### config.mk
export PLATFORM = sky130hd
export DESIGN_NAME = transmissor_relatorio_flat
export DESIGN_NICKNAME = d
export VERILOG_FILES = /design/src/rtl/transmissor_relatorio_pkg.sv /design/src/rtl/transmissor_relatorio_if.sv /design/src/rtl/transmissor_relatorio_tx_serial_7E2.sv /design/src/rtl/transmissor_relatorio.sv /design/src/flat_wrapper.sv
export SDC_FILE = /design/constraint.sdc
export NUM_CORES = 1
export LEC_CHECK = 0
export ABC_CLOCK_PERIOD_IN_PS = 2100
export BUFFER_PORTS_ARGS = -buffer_cell sky130_fd_sc_hd__clkbuf_2
export CORE_MARGIN = 2
export CORE_UTILIZATION = 51
export CTS_CLUSTER_DIAMETER = 30
export DETAILED_ROUTE_END_ITERATION = 10
export PLACE_DENSITY = 0.66
export SLEW_MARGIN = 20
export SYNTH_ARGS = -nofsm -noshare
export SYNTH_HDL_FRONTEND = slang
export SYNTH_SLANG_ARGS = --single-unit
### constraint.sdc
create_clock -name clock -period 2.1 [get_ports clock]
set_clock_uncertainty 0.1 [all_clocks]
set_input_delay 0.105 -clock clock [delete_from_list [all_inputs] [get_ports clock]]
set_output_delay 0.105 -clock clock [all_outputs]
set_load 0.005 [all_outputs]
### src/rtl/transmissor_relatorio_pkg.sv
// Shared constants, FSM encoding and parity helper for the serial status reporter.
package transmissor_relatorio_pkg;

    localparam int TAM_RELATORIO = 4;
    localparam int BITS_QUADRO   = 11;

    localparam logic [6:0] CHAR_ABERTA  = 7'h41;
    localparam logic [6:0] CHAR_FECHADA = 7'h46;
    localparam logic [6:0] CHAR_FIM     = 7'h23;

    typedef enum logic [3:0] {
        ST_INICIAL   = 4'd0,
        ST_PREPARADO = 4'd1,
        ST_TRANSMITE = 4'd2,
        ST_ESPERA    = 4'd3,
        ST_PROXIMO   = 4'd4,
        ST_FINAL     = 4'd5
    } estado_t;

    function automatic logic paridade_par(input logic [6:0] dados);
        return ^dados;
    endfunction

endpackage

### src/rtl/transmissor_relatorio_if.sv
// Status/handshake bundle between the reporter and its surroundings.
interface transmissor_relatorio_if;
    logic       enviar;
    logic       comportaAberta;
    logic [7:0] peso;
    logic       saida_serial;
    logic       ocupado;
    logic       pronto;
    logic [3:0] db_estado;

    modport master (
        output enviar, comportaAberta, peso,
        input  saida_serial, ocupado, pronto, db_estado
    );

    modport slave (
        input  enviar, comportaAberta, peso,
        output saida_serial, ocupado, pronto, db_estado
    );
endinterface

### src/rtl/transmissor_relatorio_tx_serial_7E2.sv
// Single-character 7E2 transmitter: start, 7 data bits LSB first, even parity, 2 stops.
module tx_serial_7E2
    import transmissor_relatorio_pkg::*;
#(
    parameter int CLOCKS_POR_BIT = 5208
) (
    input  logic       clock,
    input  logic       reset,
    input  logic       partida,
    input  logic [6:0] dados_ascii,
    output logic       saida_serial,
    output logic       pronto
);

    localparam int TW = (CLOCKS_POR_BIT > 2) ? $clog2(CLOCKS_POR_BIT) : 1;
    localparam logic [TW-1:0] TICK_ULTIMO = TW'(CLOCKS_POR_BIT - 1);
    localparam logic [TW-1:0] TICK_PENULT = TW'(CLOCKS_POR_BIT - 2);
    localparam logic [3:0]    BIT_ULTIMO  = 4'(BITS_QUADRO - 1);

    logic [TW-1:0] tick_q, tick_d;
    logic [3:0]    bit_q, bit_d;
    logic [10:0]   shift_q, shift_d;
    logic          ativo_q, ativo_d;
    logic          fim_bit_s;
    logic          fim_quadro_s;

    // Bit timing, frame loading and shifting; line is shift_q[0], refilled with ones.
    always_comb begin
        tick_d       = tick_q;
        bit_d        = bit_q;
        shift_d      = shift_q;
        ativo_d      = ativo_q;
        fim_bit_s    = (tick_q == TICK_ULTIMO);
        fim_quadro_s = ativo_q && fim_bit_s && (bit_q == BIT_ULTIMO);
        // Done is flagged one cycle early so the parent can chain the next frame gap-free.
        pronto       = ativo_q && (bit_q == BIT_ULTIMO) && (tick_q == TICK_PENULT);
        if (partida && (!ativo_q || fim_quadro_s)) begin
            shift_d = {2'b11, paridade_par(dados_ascii), dados_ascii, 1'b0};
            tick_d  = {TW{1'b0}};
            bit_d   = 4'd0;
            ativo_d = 1'b1;
        end else if (ativo_q) begin
            if (fim_bit_s) begin
                tick_d  = {TW{1'b0}};
                shift_d = {1'b1, shift_q[10:1]};
                if (bit_q == BIT_ULTIMO) begin
                    ativo_d = 1'b0;
                    bit_d   = 4'd0;
                end else begin
                    bit_d = bit_q + 4'd1;
                end
            end else begin
                tick_d = tick_q + TW'(1);
            end
        end else begin
            shift_d = {11{1'b1}};
        end
    end

    // State registers; reset forces the line high at once.
    always_ff @(posedge clock or posedge reset) begin
        if (reset) begin
            tick_q  <= {TW{1'b0}};
            bit_q   <= 4'd0;
            shift_q <= {11{1'b1}};
            ativo_q <= 1'b0;
        end else begin
            tick_q  <= tick_d;
            bit_q   <= bit_d;
            shift_q <= shift_d;
            ativo_q <= ativo_d;
        end
    end

    assign saida_serial = shift_q[0];

endmodule

### src/rtl/transmissor_relatorio.sv
// Serial status reporter: sends gate state, weight in hex and '#' as four 7E2 characters.
module transmissor_relatorio
    import transmissor_relatorio_pkg::*;
#(
    parameter int CLOCKS_POR_BIT = 5208
) (
    input  logic                    clock,
    input  logic                    reset,
    transmissor_relatorio_if.slave  bus
);

    localparam logic [1:0] IDX_ULTIMO = 2'(TAM_RELATORIO - 1);

    estado_t    estado_q, estado_d;
    logic [1:0] idx_q, idx_d;
    logic       aberta_q, aberta_d;
    logic [7:0] peso_q, peso_d;
    logic       ocupado_q, ocupado_d;
    logic       pronto_q, pronto_d;
    logic       partida_s;
    logic [6:0] char_s;
    logic       tx_pronto_s;
    logic       tx_saida_s;

    function automatic logic [6:0] nibble_ascii(input logic [3:0] nib);
        logic [6:0] r;
        if (nib < 4'd10) begin
            r = 7'h30 + {3'b000, nib};
        end else begin
            r = 7'h37 + {3'b000, nib};
        end
        return r;
    endfunction

    // Report sequencing; status inputs are captured only when a request is accepted.
    always_comb begin
        estado_d = estado_q;
        idx_d    = idx_q;
        aberta_d = aberta_q;
        peso_d   = peso_q;
        case (estado_q)
            ST_INICIAL: begin
                if (bus.enviar) begin
                    aberta_d = bus.comportaAberta;
                    peso_d   = bus.peso;
                    estado_d = ST_PREPARADO;
                end else begin
                    estado_d = ST_INICIAL;
                end
            end
            ST_PREPARADO: begin
                idx_d    = 2'd0;
                estado_d = ST_TRANSMITE;
            end
            ST_TRANSMITE: estado_d = ST_ESPERA;
            ST_ESPERA: begin
                if (tx_pronto_s) begin
                    estado_d = ST_PROXIMO;
                end else begin
                    estado_d = ST_ESPERA;
                end
            end
            ST_PROXIMO: begin
                if (idx_q == IDX_ULTIMO) begin
                    estado_d = ST_FINAL;
                end else begin
                    idx_d    = idx_q + 2'd1;
                    estado_d = ST_TRANSMITE;
                end
            end
            ST_FINAL: estado_d = ST_INICIAL;
            default: begin
                idx_d    = 2'd0;
                estado_d = ST_INICIAL;
            end
        endcase
        // The character is launched on the edge that enters transmite.
        partida_s = (estado_d == ST_TRANSMITE);
        ocupado_d = (estado_d != ST_INICIAL) && (estado_d != ST_FINAL);
        pronto_d  = (estado_d == ST_FINAL);
    end

    // Character selection follows the index being loaded, not the current one.
    always_comb begin
        case (idx_d)
            2'd0:    char_s = aberta_q ? CHAR_ABERTA : CHAR_FECHADA;
            2'd1:    char_s = nibble_ascii(peso_q[7:4]);
            2'd2:    char_s = nibble_ascii(peso_q[3:0]);
            default: char_s = CHAR_FIM;
        endcase
    end

    // FSM and output registers.
    always_ff @(posedge clock or posedge reset) begin
        if (reset) begin
            estado_q  <= ST_INICIAL;
            idx_q     <= 2'd0;
            aberta_q  <= 1'b0;
            peso_q    <= 8'h00;
            ocupado_q <= 1'b0;
            pronto_q  <= 1'b0;
        end else begin
            estado_q  <= estado_d;
            idx_q     <= idx_d;
            aberta_q  <= aberta_d;
            peso_q    <= peso_d;
            ocupado_q <= ocupado_d;
            pronto_q  <= pronto_d;
        end
    end

    tx_serial_7E2 #(
        .CLOCKS_POR_BIT (CLOCKS_POR_BIT)
    ) u_tx (
        .clock        (clock),
        .reset        (reset),
        .partida      (partida_s),
        .dados_ascii  (char_s),
        .saida_serial (tx_saida_s),
        .pronto       (tx_pronto_s)
    );

    assign bus.saida_serial = tx_saida_s;
    assign bus.ocupado      = ocupado_q;
    assign bus.pronto       = pronto_q;
    assign bus.db_estado    = estado_q;

endmodule

### src/flat_wrapper.sv
// flat-port wrapper written by rule: the top's interface ports become plain ports
module transmissor_relatorio_flat import transmissor_relatorio_pkg::*;
#(
    parameter int CLOCKS_POR_BIT = 5208
)
  (clock, reset, bus_enviar, bus_comportaAberta, bus_peso, bus_saida_serial, bus_ocupado, bus_pronto, bus_db_estado);
  transmissor_relatorio_if bus_i ();
  input  logic clock;
  input  logic reset;
  input wire logic [$bits(bus_i.enviar)-1:0] bus_enviar;
  input wire logic [$bits(bus_i.comportaAberta)-1:0] bus_comportaAberta;
  input wire logic [$bits(bus_i.peso)-1:0] bus_peso;
  output wire logic [$bits(bus_i.saida_serial)-1:0] bus_saida_serial;
  output wire logic [$bits(bus_i.ocupado)-1:0] bus_ocupado;
  output wire logic [$bits(bus_i.pronto)-1:0] bus_pronto;
  output wire logic [$bits(bus_i.db_estado)-1:0] bus_db_estado;
  assign bus_i.enviar = bus_enviar;
  assign bus_i.comportaAberta = bus_comportaAberta;
  assign bus_i.peso = bus_peso;
  assign bus_saida_serial = bus_i.saida_serial;
  assign bus_ocupado = bus_i.ocupado;
  assign bus_pronto = bus_i.pronto;
  assign bus_db_estado = bus_i.db_estado;
  transmissor_relatorio #(.CLOCKS_POR_BIT(CLOCKS_POR_BIT)) u_core (.clock(clock), .reset(reset), .bus(bus_i));
endmodule
==> results of run 1 <==
==> metal layers <==
metal / vias to the layer above / wire length [um]
met5: - / 0
met4: 0 / 59
met3: 6 / 125
met2: 23 / 2816
met1: 1098 / 2685
li1: 1120 / -
==> worst paths after layout <==
kind                                         start                endpoint  slack, ns  cells past startpoint
min in group asynchronous                    reset        u_core.peso_q[7]       0.21                      3
hold reg to reg             u_core.u_tx.shift_q[0]  u_core.u_tx.shift_q[0]       0.38                      2
setup / recovery           u_core.bus.db_estado[2]  u_core.u_tx.shift_q[5]       0.15                      6
hold / removal                          bus_enviar      u_core.bus.ocupado       0.02                      3
setup reg to reg           u_core.bus.db_estado[2]  u_core.u_tx.shift_q[5]       0.15                      6
max in group asynchronous                    reset  u_core.u_tx.shift_q[0]       1.12                      4
==> cell usage in the layout (no fill, tap or decap), types with 7 or more instances in the layout <==
cell                            Yosys  layout
sky130_fd_sc_hd__o21ai_0           40      40
sky130_fd_sc_hd__nand2_1           39      36
sky130_fd_sc_hd__dfrtp_1           34      33
sky130_fd_sc_hd__buf_4              3      20
sky130_fd_sc_hd__a21oi_1           17      17
sky130_fd_sc_hd__clkbuf_2           0      17
sky130_fd_sc_hd__nor2_1            17      15
sky130_fd_sc_hd__inv_1             13      11
sky130_fd_sc_hd__dlygate4sd3_1      0      10
sky130_fd_sc_hd__dfstp_2            9       9
sky130_fd_sc_hd__nand3_1            8       8
sky130_fd_sc_hd__clkbuf_8           0       7
==> synth_stat cells (4+ instances only) <==
master / count / share of area
sky130_fd_sc_hd__a21oi_1: 17 / 0.032
sky130_fd_sc_hd__o22ai_1: 5 / 0.012
sky130_fd_sc_hd__nand2_1: 39 / 0.056
sky130_fd_sc_hd__clkbuf_1: 6 / 0.0086
sky130_fd_sc_hd__o21ai_0: 40 / 0.076
sky130_fd_sc_hd__nor2_1: 17 / 0.024
sky130_fd_sc_hd__dfstp_2: 9 / 0.090
sky130_fd_sc_hd__nor3_1: 4 / 0.0076
sky130_fd_sc_hd__inv_1: 13 / 0.019
sky130_fd_sc_hd__nand3_1: 8 / 0.015
sky130_fd_sc_hd__o31ai_1: 4 / 0.011
sky130_fd_sc_hd__a21boi_0: 4 / 0.011
sky130_fd_sc_hd__buf_6: 4 / 0.017
sky130_fd_sc_hd__nand4_1: 5 / 0.012
sky130_fd_sc_hd__mux2_2: 4 / 0.017
sky130_fd_sc_hd__dfrtp_1: 34 / 0.32
sky130_fd_sc_hd__xnor2_1: 5 / 0.017
sky130_fd_sc_hd__ha_1: 6 / 0.029
==> stage by stage <==
| stage | total power, mW | instance area, um2 | util | hold WS [ns] | setup slack, ns |
|---|---|---|---|---|---|
| floorplan | 0.8581 | 2623 | - | 0.1218 | 0.2358 |
| global placement | 0.8760 | 2828 | 0.5608 | -0.01302 | 0.1131 |
| detailed placement | 0.8764 | 2828 | 0.5608 | -0.01124 | 0.08434 |
| CTS | 1.487 | 3028 | 0.6005 | 0.01846 | 0.08149 |
| global route | 1.516 | 3090 | 0.6129 | 0.04723 | 0.01984 |
| finish | 1.463 | 3090 | 0.6129 | 0.02474 | 0.1455 |
==> state kept, by name, indices dropped and copies added (netlist names) <==
register,flops
u_core.aberta_q,1
u_core.bus.db_estado,3
u_core.bus.ocupado,1
u_core.bus.pronto,1
u_core.idx_q,2
u_core.peso_q,8
u_core.u_tx.ativo_q,1
u_core.u_tx.bit_q,4
u_core.u_tx.shift_q,9
u_core.u_tx.tick_q,13
==> tightest hold or removal path: stages <==
cell and delay, ns:
sky130_fd_sc_hd__clkbuf_2 0.09, sky130_fd_sc_hd__nor2_1 0.04, sky130_fd_sc_hd__o22ai_1 0.13
==> repair_timing <==
item	4_1_cts	5_1_grt
hold buffers	10	0
hold endpoints to repair	22	0
setup endpoints to repair	0	12
buffers inserted	0	3
gates resized for setup	0	11
==> layout make-up <==
cell class                      count  area share
Tap cell                           70     0.02834
Timing Repair Buffer               48      0.1150
Sequential cell                    43      0.3522
Clock buffer                        8     0.03239
Multi-Input combinational cell    219      0.4563
Inverter                           13     0.01579
==> cell families after synthesis <==
group,count (synthesis)
AOI/OAI and AO/OA,100
and+or+nand+nor,99
DFF,43
buffers and inverters,29
adders and majority gates,6
xor gates and xnor gates,6
muxes,6
other,1
==> report_power, final <==
group | switching, mW | internal, mW | leakage [nW]
clock | 0.289 | 0.301 | 0.0515
combinational | 0.0220 | 0.0234 | 0.773
sequential | 0 | 0.828 | 0.510
total | 0.311 | 1.15 | 1.33
==> results_dict.tcl, run 1 <==
set metrics [dict create \
    timing.critical_path.arrival_ns 2.08 \
    critical-path-slowest-cell "sky130_fd_sc_hd__dfrtp_2" \
    grt-busiest-layer "met2" \
    core-area_um2 5042 \
    use_met1 0.2673 \
    critPathBufInv 0 \
    worst_slew_margin_rel 0.6312 \
    detail_route.iter0.violations 164 \
    synth.ff_latch_count 43 \
    buffer_ports.inserted 17 \
    postSynth.topFlopCell "sky130_fd_sc_hd__dfrtp_1" \
    routed_via_density 5.603 \
    timing.final.max_slew_violations 0 \
    vdd.ir_drop.worst_v 0.0002870 \
    std_cell_rows 26 \
    synth.area.mux_share 0.02481 \
    power.density_cell_area_nw_per_um2 473.3 \
    fraction_of_registers_with_async_set_reset 1.000 \
    floorplan.die_area_um2 5732 \
    gr-total-overflow 0 \
    avgSynthCellArea_um2 9.043 \
    clk_pin_slew_worst_paths_ns 0.08 \
    seq_total_area_yosys 0.4146 \
    yosys.area_share.adder 0.02863 \
    postRouteWirelength_um 5686 \
    effective_utilization_at_floorplan 0.5201 \
    grt_pass1_vias 2143 \
    cts_tree "done" \
    hpwlAfterDp_um 3927 \
    synthesized_net_count 308 \
    drtAntennaViolNets 0 \
    place.detailed.instances 379 \
    fmax_mhz 511.6 \
    period_minus_slack_ns 1.954 \
    area_growth_syn_to_fin_pct 17.84 \
    pin_count_of_the_biggest_net_entering_global_routing 31 \
    first_pass_grt_wire_length_um 9328 \
    remaining_drc_errors 0 \
    cp-end-kind "flop" \
    layout.filler_cells 455 \
    ordered_list_of_cells_on_the_worst_path "or2b_1, o21a_1, nor2_1, and2_4, a21oi_1, a221o_2" \
    layout.cells.non_filler 401 \
    synth_cell_type_count 62 \
    setup_tns_ns 0 \
    path_max_fanout 10 \
    clock_latency_ns 0.30 \
    synth-compound-area-share 0.2471 \
    cts.root.buffer_cell "sky130_fd_sc_hd__clkbuf_8" \
    firstDrtPassIters 4 \
    synth.cell_area_um2 2623 \
    nets 348 \
    ctsLongestPathBuffers 2 \
    gr-usage-all-layers 0.2100 \
    final_wtd_congestion 0.8369 \
    finalSetupViolCount 0 \
    grt_antenna_before_repair 0 \
    global_route.usage.met2 0.3662 \
    synth_xor_xnor_area_share 0.02004 \
    cts.sink_count 43 \
    ys_warn_count 0 \
    average_detailed_routed_wire_length_per_instance_um 14.18 \
    multi_input_area_um2 1410 \
    run_status "finished clean" \
    netlist_instances 290 \
    min-delay-path-class "input port to flop" \
    cp_slowest_stage_delay_ns 0.48 \
    cts_max_level 2 \
    post_synthesis_simple_gate_area_fraction 0.2009 \
    period_share 0.9307 \
    cts_buffers 5 \
    vias 2247 \
    gr-usage-met3 0.04101 \
    top_level_ports 19 \
    max_cap_viols 0 \
    antenna-diode-count 0 \
    worst-endpoint-required_ns 2.23 \
    finalHoldViolations 0 \
    cp_top_family "simple AND/OR/NAND/NOR gates" \
    die_h_um 75.71 \
    drive_gt1_frac 0.2628 \
    synth_enable_flop_cells 0 \
    critPathLaunchType "flop" \
    worstSetupPathType "flop to flop" \
    floorplan_die_width_um 75.71 \
    total_leakage_power_nw 1.334 \
    worst_slew_pin_slew_ns 0.5498 \
    seqCellArea_um2 1089 \
    unrepaired_setup_endpoints_after_global_routing "no" \
    main_combinational_cell_family_by_area_after_synthesis "compound AO/OA/AOI/OAI gates" \
]
Note: power is estimated with default switching activity, not from simulation.
==> run 2, diff against run 1 <==
CTS_BUF_LIST = sky130_fd_sc_hd__clkbuf_4 sky130_fd_sc_hd__clkbuf_8   (was unset)
==> results_dict.tcl, run 2 (synthesis results as in run 1) <==
set metrics [dict create \
    ordered_list_of_cells_on_the_worst_path "or2b_1, o21a_1, nor2_1, and2_4, a21oi_1, a221o_2" \
    vdd.ir_drop.worst_v 0.0002868 \
    gr-total-overflow 0 \
    final.setup.worst_slack_ns 0.1414 \
    worst-endpoint-required_ns 2.23 \
    setup_tns_ns 0 \
    final_cell_mix "sky130_fd_sc_hd__o21ai_0 (40), sky130_fd_sc_hd__nand2_1 (36), sky130_fd_sc_hd__dfrtp_1 (33), sky130_fd_sc_hd__buf_4 (20)" \
    cp_top_family "simple AND/OR/NAND/NOR gates" \
    grt_pass1_vias 2143 \
    ctsLongestPathBuffers 2 \
    hpwlAfterDp_um 3927 \
    first_pass_grt_wire_length_um 9328 \
    power.density_cell_area_nw_per_um2 477.7 \
    vias 2254 \
    std_cell_rows 26 \
    grt_antenna_before_repair 0 \
    cts_max_level 2 \
    pin_count_of_the_biggest_net_entering_global_routing 31 \
    nets 348 \
    period_minus_slack_ns 1.959 \
    timing.critical_path.arrival_ns 2.09 \
    timing.final.max_slew_violations 0 \
    routed_via_density 5.621 \
    period_share 0.9327 \
    floorplan_die_width_um 75.71 \
    clock_latency_ns 0.30 \
    clk_pin_slew_worst_paths_ns 0.08 \
    average_detailed_routed_wire_length_per_instance_um 14.17 \
    worst_slew_pin_slew_ns 0.5500 \
    critPathLaunchType "flop" \
    path_max_fanout 10 \
    total_leakage_power_nw 1.337 \
    fmax_mhz 510.6 \
    firstDrtPassIters 4 \
    power.total_mw 1.478 \
    die_h_um 75.71 \
    postRouteWirelength_um 5684 \
    final_wtd_congestion 0.8369 \
    area_growth_syn_to_fin_pct 17.99 \
    gr-usage-all-layers 0.2100 \
    cts.root.buffer_cell "sky130_fd_sc_hd__clkbuf_8" \
    regMostFlops "u_core.u_tx.tick_q" \
    floorplan.die_area_um2 5732 \
    critPathBufInv 0 \
    place_worst_setup_slack_ns 0.08434 \
    cts_buffers 5 \
    remaining_drc_errors 0 \
    max_cap_viols 0 \
    cp-end-kind "flop" \
    worst_slew_margin_rel 0.6311 \
    place_area_um2 2828 \
    cts.sink_count 43 \
    unrepaired_setup_endpoints_after_global_routing "no" \
    effective_utilization_at_floorplan 0.5201 \
    worstSetupPathType "flop to flop" \
    min-delay-path-class "input port to flop" \
    critical-path-slowest-cell "sky130_fd_sc_hd__dfrtp_2" \
    finalSetupViolCount 0 \
    detail_route.iter0.violations 174 \
    top_regs "u_core.u_tx.tick_q: 13 flops, u_core.u_tx.shift_q: 9 flops, u_core.peso_q: 8 flops" \
    finalHoldViolations 0 \
    layout_commonest_cell "sky130_fd_sc_hd__o21ai_0" \
    drtAntennaViolNets 0 \
    antenna-diode-count 0 \
    core-area_um2 5042 \
    buffer_ports.inserted 17 \
    cp_slowest_stage_delay_ns 0.48 \
    drive_gt1_frac 0.2659 \
    largest_register_ffs 13 \
    run_status "finished clean" \
    cts_tree "done" \
    top_level_ports 19 \
    layout.cell_area.non_filler_um2 3094 \
]
[run 2: changes by cell type in the layout (fill, tap and decap cells not counted)]
cell                       delta
sky130_fd_sc_hd__clkbuf_4     +1
sky130_fd_sc_hd__clkbuf_1     -1
[run 2: worst paths after layout]
path,slack [ns],cells after the start,to,from
worst max-delay path,0.14,6,u_core.u_tx.shift_q[5],u_core.bus.db_estado[2]
min in group asynchronous,0.21,3,u_core.bus.ocupado,reset
worst max register to register,0.14,6,u_core.u_tx.shift_q[5],u_core.bus.db_estado[2]
worst min register to register,0.38,2,u_core.u_tx.shift_q[0],u_core.u_tx.shift_q[0]
worst min-delay path,0.02,3,u_core.bus.ocupado,bus_enviar
max in group asynchronous,1.12,4,u_core.u_tx.shift_q[0],reset
[run 2: per-layer routing]
| layer | track usage | vias up | wire (um) |
|---|---|---|---|
| li1 | - | 1121 | - |
| met5 | 0 | - | 0 |
| met1 | 0.2673 | 1097 | 2673 |
| met3 | 0.04101 | 6 | 160 |
| met4 | 0.05458 | 0 | 59 |
| met2 | 0.3662 | 30 | 2791 |
[run 2: final cells by class]
cell class | instances | area, um2
fill | 453 | 1948
multi-input combinational | 219 | 1410
sequential | 43 | 1089
timing repair buffer | 48 | 355.3
clock buffer | 8 | 103.9
tap | 70 | 87.58
inverter | 13 | 48.80
[run 2: worst register-to-register path: stages, from the launching register on]
cell                      delay (ns)
sky130_fd_sc_hd__dfrtp_2        0.48
sky130_fd_sc_hd__or2b_1         0.24
sky130_fd_sc_hd__o21a_1         0.13
sky130_fd_sc_hd__nor2_1         0.32
sky130_fd_sc_hd__and2_4         0.27
sky130_fd_sc_hd__a21oi_1        0.05
sky130_fd_sc_hd__a221o_2        0.30
[run 2: power by group]
group	internal, mW	switching, mW	total [mW]	leakage (nW)
registers	0.828	0	0.828	0.510
logic	0.0234	0.0219	0.0453	0.773
clock network	0.313	0.291	0.605	0.0549
total	1.17	0.313	1.48	1.34
[run 2: what timing repair did]
item                       4_1_cts  5_1_grt
setup endpoints to repair        0       12
hold buffers                    10        0
gates resized for setup          0       11
setup buffers                    0        3
hold endpoints to repair        22        0
[run 2: per-stage QoR]
stage / util / hold slack (ns) / cells
after floorplan: - / 0.1218 / 290
after global placement: 0.5608 / -0.01302 / 379
after detailed placement: 0.5608 / -0.01124 / 379
after CTS: 0.6012 / 0.01846 / 397
after global routing: 0.6136 / 0.04723 / 401
final: 0.6136 / 0.01910 / 401
